===== config.mk =====
export PLATFORM = sky130hd
export DESIGN_NAME = alu_exec
export DESIGN_NICKNAME = d
export VERILOG_FILES = /design/src/rtl/alu_pkg.sv /design/src/rtl/alu_mul_iter.sv /design/src/rtl/alu_exec.sv
export SDC_FILE = /design/constraint.sdc
export NUM_CORES = 1
export LEC_CHECK = 0
export ABC_AREA = 1
export CAP_MARGIN = 20
export CORE_ASPECT_RATIO = 0.6
export CORE_MARGIN = 10
export CORE_UTILIZATION = 30
export DETAILED_ROUTE_END_ITERATION = 16
export PLACE_DENSITY = 0.54
export SYNTH_ARGS = -nofsm -noshare
export SYNTH_HDL_FRONTEND = slang
export SYNTH_SLANG_ARGS = --single-unit
export TNS_END_PERCENT = 1

===== constraint.sdc =====
create_clock -name clk -period 2.25 [get_ports clk]
set_input_delay 0.3375 -clock clk [delete_from_list [all_inputs] [get_ports clk]]
set_output_delay 0.3375 -clock clk [all_outputs]
set_load 0.005 [all_outputs]

===== src/rtl/alu_pkg.sv =====
// Shared op-code and state definitions for the ALU execute stage.
// The ALU control decoder must use the same alu_op_e values.
package alu_pkg;

    localparam int XLEN_DEFAULT = 64;

    typedef enum logic [3:0] {
        OP_AND = 4'b0000,
        OP_OR  = 4'b0001,
        OP_ADD = 4'b0010,
        OP_SUB = 4'b0110,
        OP_SLT = 4'b0111,
        OP_MUL = 4'b1000,
        OP_NOR = 4'b1100
    } alu_op_e;

    typedef enum logic [1:0] {
        ST_IDLE = 2'd0,
        ST_BUSY = 2'd1,
        ST_DONE = 2'd2
    } exec_state_e;

    // Multiplier always runs 64 shift-add steps, independent of XLEN
    localparam logic [5:0] MUL_LAST_STEP = 6'd63;

endpackage


===== src/rtl/alu_mul_iter.sv =====
// Iterative shift-add multiplier, one partial product per cycle, 64 steps.
// product is the accumulator value after the current step; it is final while done is high.
module alu_mul_iter
    import alu_pkg::*;
#(
    parameter int XLEN = XLEN_DEFAULT
) (
    input  logic            clk,
    input  logic            rst_n,
    input  logic            start,
    input  logic [XLEN-1:0] a,
    input  logic [XLEN-1:0] b,
    output logic            done,
    output logic [XLEN-1:0] product
);

    logic            busy_q, busy_d;
    logic [5:0]      cnt_q, cnt_d;
    logic [XLEN-1:0] mcand_q, mcand_d;
    logic [XLEN-1:0] mplier_q, mplier_d;
    logic [XLEN-1:0] acc_q, acc_d;

    // Only the low XLEN bits are kept, so signed and unsigned operands agree
    assign product = acc_q + (mplier_q[0] ? mcand_q : '0);
    assign done    = busy_q && (cnt_q == MUL_LAST_STEP);

    always_comb begin
        busy_d   = busy_q;
        cnt_d    = cnt_q;
        mcand_d  = mcand_q;
        mplier_d = mplier_q;
        acc_d    = acc_q;
        if (start) begin
            busy_d   = 1'b1;
            cnt_d    = '0;
            mcand_d  = a;
            mplier_d = b;
            acc_d    = '0;
        end else if (busy_q) begin
            acc_d    = product;
            mcand_d  = mcand_q << 1;
            mplier_d = mplier_q >> 1;
            cnt_d    = cnt_q + 6'd1;
            if (done) busy_d = 1'b0;
        end
    end

    always_ff @(posedge clk or negedge rst_n) begin
        if (!rst_n) begin
            busy_q   <= 1'b0;
            cnt_q    <= '0;
            mcand_q  <= '0;
            mplier_q <= '0;
            acc_q    <= '0;
        end else begin
            busy_q   <= busy_d;
            cnt_q    <= cnt_d;
            mcand_q  <= mcand_d;
            mplier_q <= mplier_d;
            acc_q    <= acc_d;
        end
    end

endmodule


===== src/rtl/alu_exec.sv =====
// ALU execute stage with valid/ready handshake; single-cycle ops plus optional
// iterative MUL compiled in by defining ALU_EXEC_MUL_EN.
module alu_exec
    import alu_pkg::*;
#(
    parameter int XLEN = XLEN_DEFAULT
) (
    input  logic            clk,
    input  logic            rst_n,
    input  logic            in_valid,
    output logic            in_ready,
    input  logic [3:0]      opControl,
    input  logic [XLEN-1:0] a,
    input  logic [XLEN-1:0] b,
    output logic            out_valid,
    input  logic            out_ready,
    output logic [XLEN-1:0] result,
    output logic            zero,
    output logic            illegal
);

    exec_state_e     state_q, state_d;
    logic [XLEN-1:0] result_q, result_d;
    logic            zero_q, zero_d;
    logic            illegal_q, illegal_d;

    logic [XLEN-1:0] alu_res;
    logic            alu_illegal;
    logic            is_mul;

    assign in_ready  = (state_q == ST_IDLE);
    assign out_valid = (state_q == ST_DONE);
    assign result    = result_q;
    assign zero      = zero_q;
    assign illegal   = illegal_q;

`ifdef ALU_EXEC_MUL_EN
    logic            mul_start;
    logic            mul_done;
    logic [XLEN-1:0] mul_product;

    assign is_mul    = (opControl == OP_MUL);
    assign mul_start = in_ready && in_valid && is_mul;

    alu_mul_iter #(.XLEN(XLEN)) u_mul (
        .clk     (clk),
        .rst_n   (rst_n),
        .start   (mul_start),
        .a       (a),
        .b       (b),
        .done    (mul_done),
        .product (mul_product)
    );
`else
    assign is_mul = 1'b0;
`endif

    always_comb begin
        alu_res     = '0;
        alu_illegal = 1'b0;
        case (opControl)
            OP_AND:  alu_res = a & b;
            OP_OR:   alu_res = a | b;
            OP_ADD:  alu_res = a + b;
            OP_SUB:  alu_res = a - b;
            OP_SLT:  alu_res = {{(XLEN-1){1'b0}}, ($signed(a) < $signed(b))};
            OP_NOR:  alu_res = ~(a | b);
            default: alu_illegal = 1'b1;
        endcase
    end

    always_comb begin
        state_d   = state_q;
        result_d  = result_q;
        zero_d    = zero_q;
        illegal_d = illegal_q;
        case (state_q)
            ST_IDLE: begin
                if (in_valid) begin
                    if (is_mul) begin
                        state_d = ST_BUSY;
                    end else begin
                        result_d  = alu_res;
                        zero_d    = (alu_res == '0);
                        illegal_d = alu_illegal;
                        state_d   = ST_DONE;
                    end
                end
            end
`ifdef ALU_EXEC_MUL_EN
            ST_BUSY: begin
                if (mul_done) begin
                    result_d  = mul_product;
                    zero_d    = (mul_product == '0);
                    illegal_d = 1'b0;
                    state_d   = ST_DONE;
                end
            end
`endif
            // Returning to IDLE here means no new op can be taken on this edge
            ST_DONE: begin
                if (out_ready) state_d = ST_IDLE;
            end
            default: state_d = ST_IDLE;
        endcase
    end

    always_ff @(posedge clk or negedge rst_n) begin
        if (!rst_n) begin
            state_q   <= ST_IDLE;
            result_q  <= '0;
            zero_q    <= 1'b0;
            illegal_q <= 1'b0;
        end else begin
            state_q   <= state_d;
            result_q  <= result_d;
            zero_q    <= zero_d;
            illegal_q <= illegal_d;
        end
    end

endmodule

==> out/results.ini, run 1 <==
[yosys]
synth_cell_types=41
synthAdderAreaFrac_pct=14.8
ys_warn_count=0
synthesis.nets=3859
synth_top_family_by_area=simple AND/OR/NAND/NOR gates
synth_area_um2=17900
synth_edf_count=0
synth-simple-area-share_pct=47.7
synth_compound_area_share_pct=9.32
muxShareOfSynthArea_pct=0
yosysSeqAreaShare_pct=9.34
synth_cells=3512
synth_ff_type=dfrtp_1
syn_area_per_cell_um2=5.11
synthXorXnorAreaFrac_pct=0.0976
synthArstFlopShare_pct=100
synth-seq-cells=67

[clock_tree]
cts_hold_buffers=0
htreeDepth=3
clk-insertion-delay-late_ns=0.32
cts_made_buffers=9
clk_path_buf_depth=2
cts_root_buf=clkbuf_16
cts_sinks=67
cts_tree=done
clk_pin_slew_ns=0.06

[floorplan]
initial_core_util_pct=30.3
core_area_um2=59200
die_area_um2=70300
die_w_um=336
top_level_ports=204
num_rows=69
die_y_um=209

[detailed_routing]
drc_errors=0
drtPass1Iterations=7
vias_per_cell=4.85
wl_per_cell_um=20.5
wirelength_um=114000
drtAntennaViolNets=0
vias=27100
drt-initial-drc-count=2834

[setup_path]
worst-path-stages=24
crit_arrival_ns=2.95
cp_max_fo=7
cp-start-kind=input pin
r2r.worst_path.cells=17
path_cells=clkdlybuf4s15_2 -> inv_2 -> ha_4 -> nand2_2 -> nand2_4 -> inv_2 -> nand2_2 -> nand2_2 -> nand2_4 -> buf_6 -> nand2_1 -> nand2_1 -> o21ai_2 -> nor2_2 -> nand3_1 -> nor2_2 -> nand2_1 -> nor2_2 -> nand2_1 -> nor2_2 -> nand2_1 -> nor2_1 -> nand3_1 -> nand2_1
required_ns=2.51
worstSetupEndpointType=register
cp_slowest_cell=ha_4
crit_top_cell=nand2_1
critPathKind=input pin to register
slowest_delay_ns=0.32
path_delay_family=simple AND/OR/NAND/NOR gates
critical_path_buf_inv_count=4

[sta]
hold_viol_final=0
relSlewSlack_pct=42.7
setup_slack_ns=-0.439
setup_violations=43
worst_slew_pin_slew_ns=0.860
rsz0062_at_grt=true
finalCritPeriodShare_pct=120
clock_skew_ns=0.00348
fmax_mhz=372
layout_min_cycle_time_ns=2.69
drv_slew=0

[global_route]
track_usage_pct=31.1
grt_pass1_vias=25900
grt_pass1_wl_um=164000
grt-ovfl-total=0
grt_max_degree=95
antenna_found_initial=1

[place]
port_buffers=203
placed_cell_area_um2=28000
post-place-cells=5367
dp_hpwl_um=96500
gp_congestion=1.11

[min_path]
hp-class=input pin to async pin

[run_status]
violations=setup timing
outcome=finished with violations

[run]
drv_cap=0

[cells_and_area]
utilization_pct=60.9
area_delta_synth_final_pct=101
final_net_count=5144
stdcell_area_um2=36100
drive_gt1_share_pct=55.2
instances_no_fill=5584

[power_and_ir_drop]
cellLeakagePower_uw=0.0197
power_density_nw_per_um2=343
ir_worst_vdd_uv=411

-- layout make-up --
type	instances	area [um^2]
multi-input cells	2588	18600
flip-flops and latches	67	1680
well taps	781	977
diodes	1	2.50
clock buffers	10	229
fillers	5735	23100
clock inverters	6	90.1
repair buffers	1365	11600
inverters	766	2950
-- power by group --
| part | switching, uW | leakage (uW) | internal, uW |
|---|---|---|---|
| sequential | 110 | 0.000894 | 1380 |
| clock | 509 | 0.000153 | 971 |
| combinational | 5150 | 0.0186 | 4260 |
-- registers in the layout, indices dropped and copies added (netlist names) --
signal	count
result	64
zero	1
state_q	1
illegal	1
-- final timing paths --
kind	from	end	slack, ns
min in group clk	result[39]	result[39]	0.48
max in group asynchronous	rst_n	result[37]	1.93
worst max register to register	state_q[1]	zero	0.07
worst min register to register	result[39]	result[39]	0.48
worst max-delay path	b[2]	zero	-0.44
worst min-delay path	rst_n	result[9]	0.01
-- repair_timing --
action,CTS,global route
pin swaps,564,152
endpoints found under the setup margin,62,55
cloned,1,0
resized for setup,2091,225
setup buffers,190,24
-- cell families (layout without fill, tap and decap cells) --
kind of cell    Yosys count  after routing
other cells               0              1
flops                    67             67
fa+ha+maj               211            211
xor+xnor                  2              2
buf+inv                 857           2147
simple gates           2099           2099
compound gates          276            276
-- stage by stage --
stage	total power, uW	hold WS, ns	setup slack, ns	setup TNS (ns)
CTS	11800	0.0334	-0.265	-4.73
detailed placement	8260	0.386	-1.57	-64.14
finish	12400	0.0140	-0.439	-8.10
floorplan	4220	0.0419	-0.0951	-0.0951
global route	13000	0.0488	-0.531	-13.08
global placement	8270	0.381	-1.59	-64.66
-- layout by cell type (no fill, tap or decap), types with 21 or more instances in the layout --
cell type	Yosys	layout
nand2_1	1311	821
buf_2	31	44
clkdlybuf4s50_1	0	74
nand3_2	10	76
nand2_2	7	366
dfrtp_1	67	67
buf_12	0	32
ha_1	209	117
inv_1	753	485
inv_4	0	23
dlygate4sd2_1	0	21
a221oi_1	56	49
nand3_4	0	32
buf_4	16	976
a21oi_1	108	26
a21oi_2	4	49
ha_4	0	68
nand2_4	0	125
a21oi_4	0	37
nor2_2	32	121
buf_6	6	163
nand3_1	260	162
nand4_1	39	39
clkdlybuf4s15_2	0	25
nor2_4	3	134
inv_2	12	254
o21ai_0	81	50
nor2_1	396	176
ha_2	0	24
-- cell usage after synthesis (5+ instances only) --
library cell | n | share of area [%]
nand4_1 | 39 | 1.4
buf_4 | 16 | 0.67
buf_1 | 6 | 0.13
a221oi_1 | 56 | 2.7
buf_6 | 6 | 0.38
nand2_2 | 7 | 0.24
nand3_2 | 10 | 0.56
o21ai_0 | 81 | 2.3
nor2_1 | 396 | 8.3
ha_1 | 209 | 15
nand2_1 | 1311 | 27
clkbuf_1 | 31 | 0.65
nor2_2 | 32 | 1.1
and2_1 | 5 | 0.17
nor3_1 | 28 | 0.78
buf_2 | 31 | 0.86
a21oi_1 | 108 | 3.0
inv_2 | 12 | 0.25
o21bai_1 | 12 | 0.50
inv_1 | 753 | 16
nand3_1 | 260 | 7.3
dfrtp_1 | 67 | 9.3
-- routing by layer --
metal	track usage (%)	vias to the layer above	part of all wire, %
met1	45.2	12600	47
met2	40.0	1192	36
met5	1.56	-	0.13
li1	-	13200	-
met4	3.36	2	0.99
met3	16.3	80	16
Power figures use the tool's default switching activity.
==> run 2: changes to the inputs <==
- PLACE_DENSITY: 0.54 -> 0.46
==> run 2 against run 1 <==
  * Global-route usage increased by 1.7 points
  * Cell count increased by 0.41%
  * The run still ends with setup timing left
  * Largest cell class unchanged
  * Setup slack got worse by 0.0054 ns
  * Sequential cell count unchanged
  * Largest power group unchanged
==> out/results.ini, run 2 (synthesis gave the netlist of run 1 again) <==
[setup_path]
cp_slowest_cell=fa_2
critPathKind=input pin to register
cp-start-kind=input pin
crit_top_cell=nand2_4
required_ns=2.52  ; about the same
cp_max_fo=3  ; -4
worstSetupEndpointType=register
slowest_delay_ns=0.37  ; +0.05 ns
rr_startpoint=state_q[1]
crit_arrival_ns=2.96  ; about the same
worstSetupStartpoint=a[0]

[cells_and_area]
utilization_pct=61.8  ; +0.83 points
final_cell_mix=buf_4 (981), nand2_1 (815), inv_1 (516)
final_common_cell=buf_4
fillers=5761  ; +0.45%
instances_no_fill=5607  ; +0.41%
drive_gt1_share_pct=54.5  ; -0.67 points
diodes=0  ; -1
area_delta_synth_final_pct=104
largest_reg_flops=64  ; unchanged
final_net_count=5168  ; +0.47%

[global_route]
grt-ovfl-total=0  ; unchanged
grt_pass1_wl_um=172000  ; +4.5%
grt_pass1_vias=25600  ; -0.96%
antenna_found_initial=2  ; +1
track_usage_pct=32.7  ; +1.7 points
grt_max_degree=95  ; unchanged

[clock_tree]
htreeDepth=3  ; unchanged
cts_hold_buffers=0  ; unchanged
cts_tree=done
cts_made_buffers=9  ; unchanged
clk-insertion-delay-late_ns=0.33  ; about the same
cts_root_buf=clkbuf_16
cts_sinks=67  ; unchanged
clk_path_buf_depth=2  ; unchanged
clk_pin_slew_ns=0.06  ; about the same

[detailed_routing]
vias_per_cell=4.88  ; +0.60%
drtAntennaViolNets=0  ; unchanged
drtPass1Iterations=6  ; -1
drt-initial-drc-count=2827  ; -0.25%
wl_met3_um=17800  ; -0.87%
vias=27400  ; +1.0%
met2_length_um=42400  ; +2.7%
wl_per_cell_um=21.6  ; +5.4%
wl_met1_um=59900  ; +11%
wirelength_um=121000  ; +5.8%
maxUsedRoutingLayer=met5
drc_errors=0  ; unchanged

[min_path]
hp-class=input pin to async pin

[power_and_ir_drop]
swShare_pct=47.5  ; +0.95 points
ir_worst_vdd_uv=476  ; +16%
cellLeakagePower_uw=0.0203  ; +3.1%
power_switching_uw=5950  ; +3.1%
finalPower_uw=12500  ; +1.1%
power_frac_clock_pct=11.3  ; -0.6 points
power_frac_seq_pct=11.9  ; -0.2 points
comb_power_share_pct=76.8  ; +0.8 points
p_int_uw=6570  ; -0.71%
power_density_nw_per_um2=342  ; -0.27%

[sta]
fmax_mhz=371  ; -0.20%
finalCritPeriodShare_pct=120  ; +0.24 points
setup_violations=50  ; +16%
hold_viol_final=0  ; unchanged
clock_skew_ns=0.00506  ; +0.00158 ns
layout_min_cycle_time_ns=2.69  ; +0.00538 ns
setup_slack_ns=-0.444  ; -0.00539 ns
worst_slew_pin_slew_ns=0.827  ; -0.0329 ns
whs_ns=0.0258  ; +0.0119 ns
rsz0062_at_grt=true
relSlewSlack_pct=44.9  ; +2.2 points
drv_slew=0  ; unchanged

[run_status]
violations=setup timing
outcome=finished with violations

[place]
port_buffers=203  ; unchanged
post-place-cells=5385  ; +0.34%
gp_congestion=1.07  ; -4.2%
dp_hpwl_um=103000  ; +6.4%

[floorplan]
die_area_um2=70300  ; unchanged
core_area_um2=59200  ; unchanged
top_level_ports=204  ; unchanged
initial_core_util_pct=30.3  ; unchanged
die_w_um=336  ; unchanged
num_rows=69  ; unchanged
die_y_um=209  ; unchanged

[run]
drv_cap=0  ; unchanged

run 2: cell types whose count changed in the layout (fill, tap and decap cells not counted), sizes merged:
cell,previous run,this run
buf,1226,1225
bufbuf,1,0
bufinv,2,1
clkbuf,18,48
clkdlybuf4s15,35,24
clkdlybuf4s50,74,79
clkinv,4,3
clkinvlp,2,5
diode,1,0
dlygate4sd2,21,17
dlymetal6s2s,0,5
run 2: path summary, 6_finish.rpt:
check	depth (start not counted)	slack (ns)	endpoint
setup / recovery	27	-0.44	zero
hold / removal	1	0.03	result[6]
setup reg to reg	17	0.24	zero
hold reg to reg	2	0.48	result[43]
max in group asynchronous	2	1.66	result[38]
min in group clk	2	0.48	result[43]
run 2: what timing repair did:
item | in CTS | in global routing
gates resized for setup | 1743 | 580
endpoints found under the setup margin | 62 | 58
cloned | 2 | 0
setup buffers | 155 | 58
pin swaps | 451 | 360
run 2: critical path: cells and delay by family:
family / cells / cell delay, ns
AND/OR/NAND/NOR: 20 / 1.66
adder cells (fa/ha/maj): 2 / 0.51
buffers and inverters: 5 / 0.43
run 2: final cells by class:
class / instances / area [um^2] / area share, %
Multi-Input combinational cell: 2588 / 18900 / 51.7
Inverter: 766 / 2960 / 8.08
Tap cell: 781 / 977 / 2.67
Clock buffer: 9 / 225 / 0.616
Clock inverter: 7 / 76.3 / 0.209
Sequential cell: 67 / 1680 / 4.58
Timing Repair Buffer: 1389 / 11800 / 32.1
run 2: metal layers:
layer  vias to the layer above  GRT usage [%]
li1                      13300              -
met1                     12700           52.6
met2                      1251           40.5
met3                        76           11.9
met4                         2           2.51
met5                         -              0
run 2: power by group through the flow:
stage                     clock [uW]  sequential, uW  combinational (uW)
after CTS                       1430            1490                8660
after global routing            1510            1520               10100
after floorplan                    0            1510                2710
after global placement             0            1510                6840
final                           1410            1500                9610
after detailed placement           0            1510                6810
run 2: stage by stage:
step | instance area [um^2] | TNS (ns) | worst slack [ns]
2_1_floorplan | 18000 | -0.0951 | -0.0951
3_3_place_gp | 28100 | -70.67 | -1.74
3_5_place_dp | 28100 | -71.19 | -1.74
4_1_cts | 34600 | -7.53 | -0.350
5_1_grt | 36600 | -15.96 | -0.560
6_report | 36600 | -10.71 | -0.444
==> run 3: changes to the inputs <==
- CORE_UTILIZATION: 30 -> 35
- PLACE_DENSITY: 0.46 -> 0.52
==> run 3 against run 2 <==
  * The flow still finishes with violations (setup timing)
  * Clock-buffer cell count increased by 3
  * Clock skew shrank 0.0025 ns
  * Routed wire length shrank 4.1%
  * Global-route usage increased by 1.7 points
  * Cell count decreased by 3.2%
  * Power is 2.7% lower
  * Sequential cell count is the same
  * Non-clock buffer count decreased by 92
  * Hold slack worse by 0.0071 ns
  * Core utilization rose by 7.5 points
  * Die area decreased by 13%
  * Critical path type unchanged
  * Critical endpoint unchanged
  * Largest cell class unchanged
==> out/results.ini, run 3 (synthesis gave the netlist of run 1 again) <==
[sta]
setup_slack_ns=-0.467  ; -0.0227 ns
layout_min_cycle_time_ns=2.72  ; +0.0227 ns
drv_slew=0  ; unchanged
worst_slew_pin_slew_ns=0.828  ; +0.000757 ns
fmax_mhz=368  ; -0.84%
setup_violations=44  ; -12%
clock_skew_ns=0.00254  ; -0.00252 ns
finalCritPeriodShare_pct=121  ; +1.0 points
whs_ns=0.0188  ; -0.00706 ns
relSlewSlack_pct=44.8  ; -0.050 points
hold_viol_final=0  ; unchanged
rsz0062_at_grt=true

[clock_tree]
clk_path_buf_depth=2  ; unchanged
htreeDepth=3  ; unchanged
cts_sinks=67  ; unchanged
cts_tree=done
clk_pin_slew_ns=0.05  ; about the same
cts_root_buf=clkbuf_16
cts_hold_buffers=0  ; unchanged
cts_made_buffers=9  ; unchanged
clk-insertion-delay-late_ns=0.32  ; about the same

[setup_path]
cp-endpoint=zero
cp_max_fo=5  ; +2
r2r-end=zero
reg2reg_slack_ns=0.21  ; -0.03 ns
required_ns=2.51  ; about the same
worstSetupEndpointType=register
critPathKind=input pin to register
crit_arrival_ns=2.98  ; +0.02 ns
cp-start-kind=input pin
worstSetupStartpoint=b[13]
r2r.worst_path.cells=17  ; unchanged
rr_startpoint=state_q[1]

[run_status]
outcome=finished with violations
violations=setup timing

[floorplan]
die_y_um=195  ; -6.7%
initial_core_util_pct=35.3  ; +5.0 points
die_area_um2=61000  ; -13%
top_level_ports=204  ; unchanged
die_w_um=312  ; -7.0%
core_area_um2=50800  ; -14%
num_rows=64  ; -7.2%

[power_and_ir_drop]
comb_power_share_pct=75.3  ; -1.5 points
finalPower_uw=12200  ; -2.7%
power_frac_seq_pct=12.3  ; +0.4 points
cellLeakagePower_uw=0.0198  ; -2.5%
ir_worst_vdd_uv=438  ; -8.0%
power_frac_clock_pct=12.5  ; +1.2 points
p_int_uw=6450  ; -1.9%
power_density_nw_per_um2=346  ; +1.0%
power_switching_uw=5740  ; -3.5%
swShare_pct=47.1  ; -0.42 points

[detailed_routing]
vias=27600  ; +0.85%
drc_errors=0  ; unchanged
drtPass1Iterations=8  ; +2
wirelength_um=116000  ; -4.1%
drt-initial-drc-count=3051  ; +7.9%
wl_per_cell_um=21.4  ; -0.92%
vias_per_cell=5.08  ; +4.2%
drtAntennaViolNets=0  ; unchanged

[global_route]
grt-ovfl-total=0  ; unchanged
grt_pass1_wl_um=159000  ; -7.4%
antenna_found_initial=2  ; unchanged
track_usage_pct=34.4  ; +1.7 points
grt_pass1_vias=24500  ; -4.3%
grt_max_degree=95  ; unchanged

[place]
placed_cell_area_um2=27500  ; -2.2%
gp_congestion=1.11  ; +4.1%
post-place-cells=5230  ; -2.9%
port_buffers=203  ; unchanged
dp_hpwl_um=95400  ; -7.0%

[cells_and_area]
drive_gt1_share_pct=52.9  ; -1.7 points
final_net_count=5076  ; -1.8%
area_delta_synth_final_pct=96.4
instances_no_fill=5428  ; -3.2%
final_cell_mix=buf_4 (963), nand2_1 (852), inv_1 (529)
utilization_pct=69.3  ; +7.5 points
largest_reg_flops=64  ; unchanged
stdcell_area_um2=35200  ; -3.7%
final_common_cell=buf_4

[min_path]
hp-class=input pin to async pin

[run]
drv_cap=0  ; unchanged

==> run 3: cell count changes in the layout (fill, tap and decap cells not counted), moves of 11 or more <==
cell,before,now
dlygate4sd2_1,17,0
nand2_1,815,852
buf_4,981,963
clkbuf_2,39,78
buf_6,157,94
dlymetal6s2s_1,5,46
clkdlybuf4s15_2,14,0
inv_1,516,529
nand3_1,163,137
nand2_8,13,2
buf_2,34,1
nand3_2,73,96
nand2_4,162,134
==> run 3: final cells by class <==
cell class | count | area, um^2
antenna | 1 | 2.50
clock buffer | 12 | 256
clock inverter | 4 | 72.6
fill | 4608 | 15600
inverter | 766 | 2930
multi-input combinational | 2588 | 18600
sequential | 67 | 1680
tap | 693 | 867
timing repair buffer | 1297 | 10800
==> run 3: layer usage <==
metal | share of wire, % | up-vias | global-route usage [%]
met2 | 35 | 1588 | 41.8
met1 | 47 | 12800 | 54.3
met5 | 0.010 | - | 0
li1 | - | 13100 | -
met3 | 16 | 110 | 14.2
met4 | 1.5 | 2 | 3.89
==> run 3: repair_timing <==
action                                  4_1_cts  5_1_grt
resized for setup                           983     1104
endpoints found under the setup margin       62       61
setup buffers                                59      123
cloned                                        0        3
pin swaps                                   225      429
==> run 3: worst max-delay path, stage by stage <==
cell	delay, ns
buf_8	0.10
inv_4	0.05
ha_4	0.20
buf_12	0.13
buf_12	0.13
nor2_4	0.11
inv_2	0.07
buf_6	0.12
nor2_4	0.17
nand2_4	0.11
nor2_4	0.10
nand2_2	0.08
nand3_4	0.08
buf_6	0.10
nand2_2	0.04
inv_2	0.05
nor2_2	0.03
nor2_2	0.17
nand2_4	0.07
nor2_4	0.12
nand3_2	0.11
nor2_2	0.13
nand2_1	0.07
nor2_1	0.12
nand3_1	0.10
nand2_1	0.07
==> run 3: metrics by stage <==
step	setup TNS [ns]	worst slack [ns]
after detailed placement	-63.76	-1.72
after global placement	-64.12	-1.76
after floorplan	-0.0951	-0.0951
after global routing	-12.50	-0.584
final	-8.56	-0.467
after CTS	-18.21	-0.645
==> run 3: power groups by stage <==
stage               clock network [uW]  logic [uW]  registers [uW]
floorplan                            0        2710            1510
global placement                     0        6580            1510
detailed placement                   0        6580            1510
CTS                               1540        7650            1490
global route                      1600        9620            1520
finish                            1520        9170            1490
==> run 3: how the worst min path moves through the flow <==
stage                from   endpoint  slack, ns
floorplan           rst_n    illegal       0.04
global placement    rst_n  result[2]       0.38
detailed placement  rst_n  result[1]       0.38
CTS                 rst_n  result[2]       0.03
global route        rst_n  result[9]       0.03
finish              rst_n  result[1]       0.02
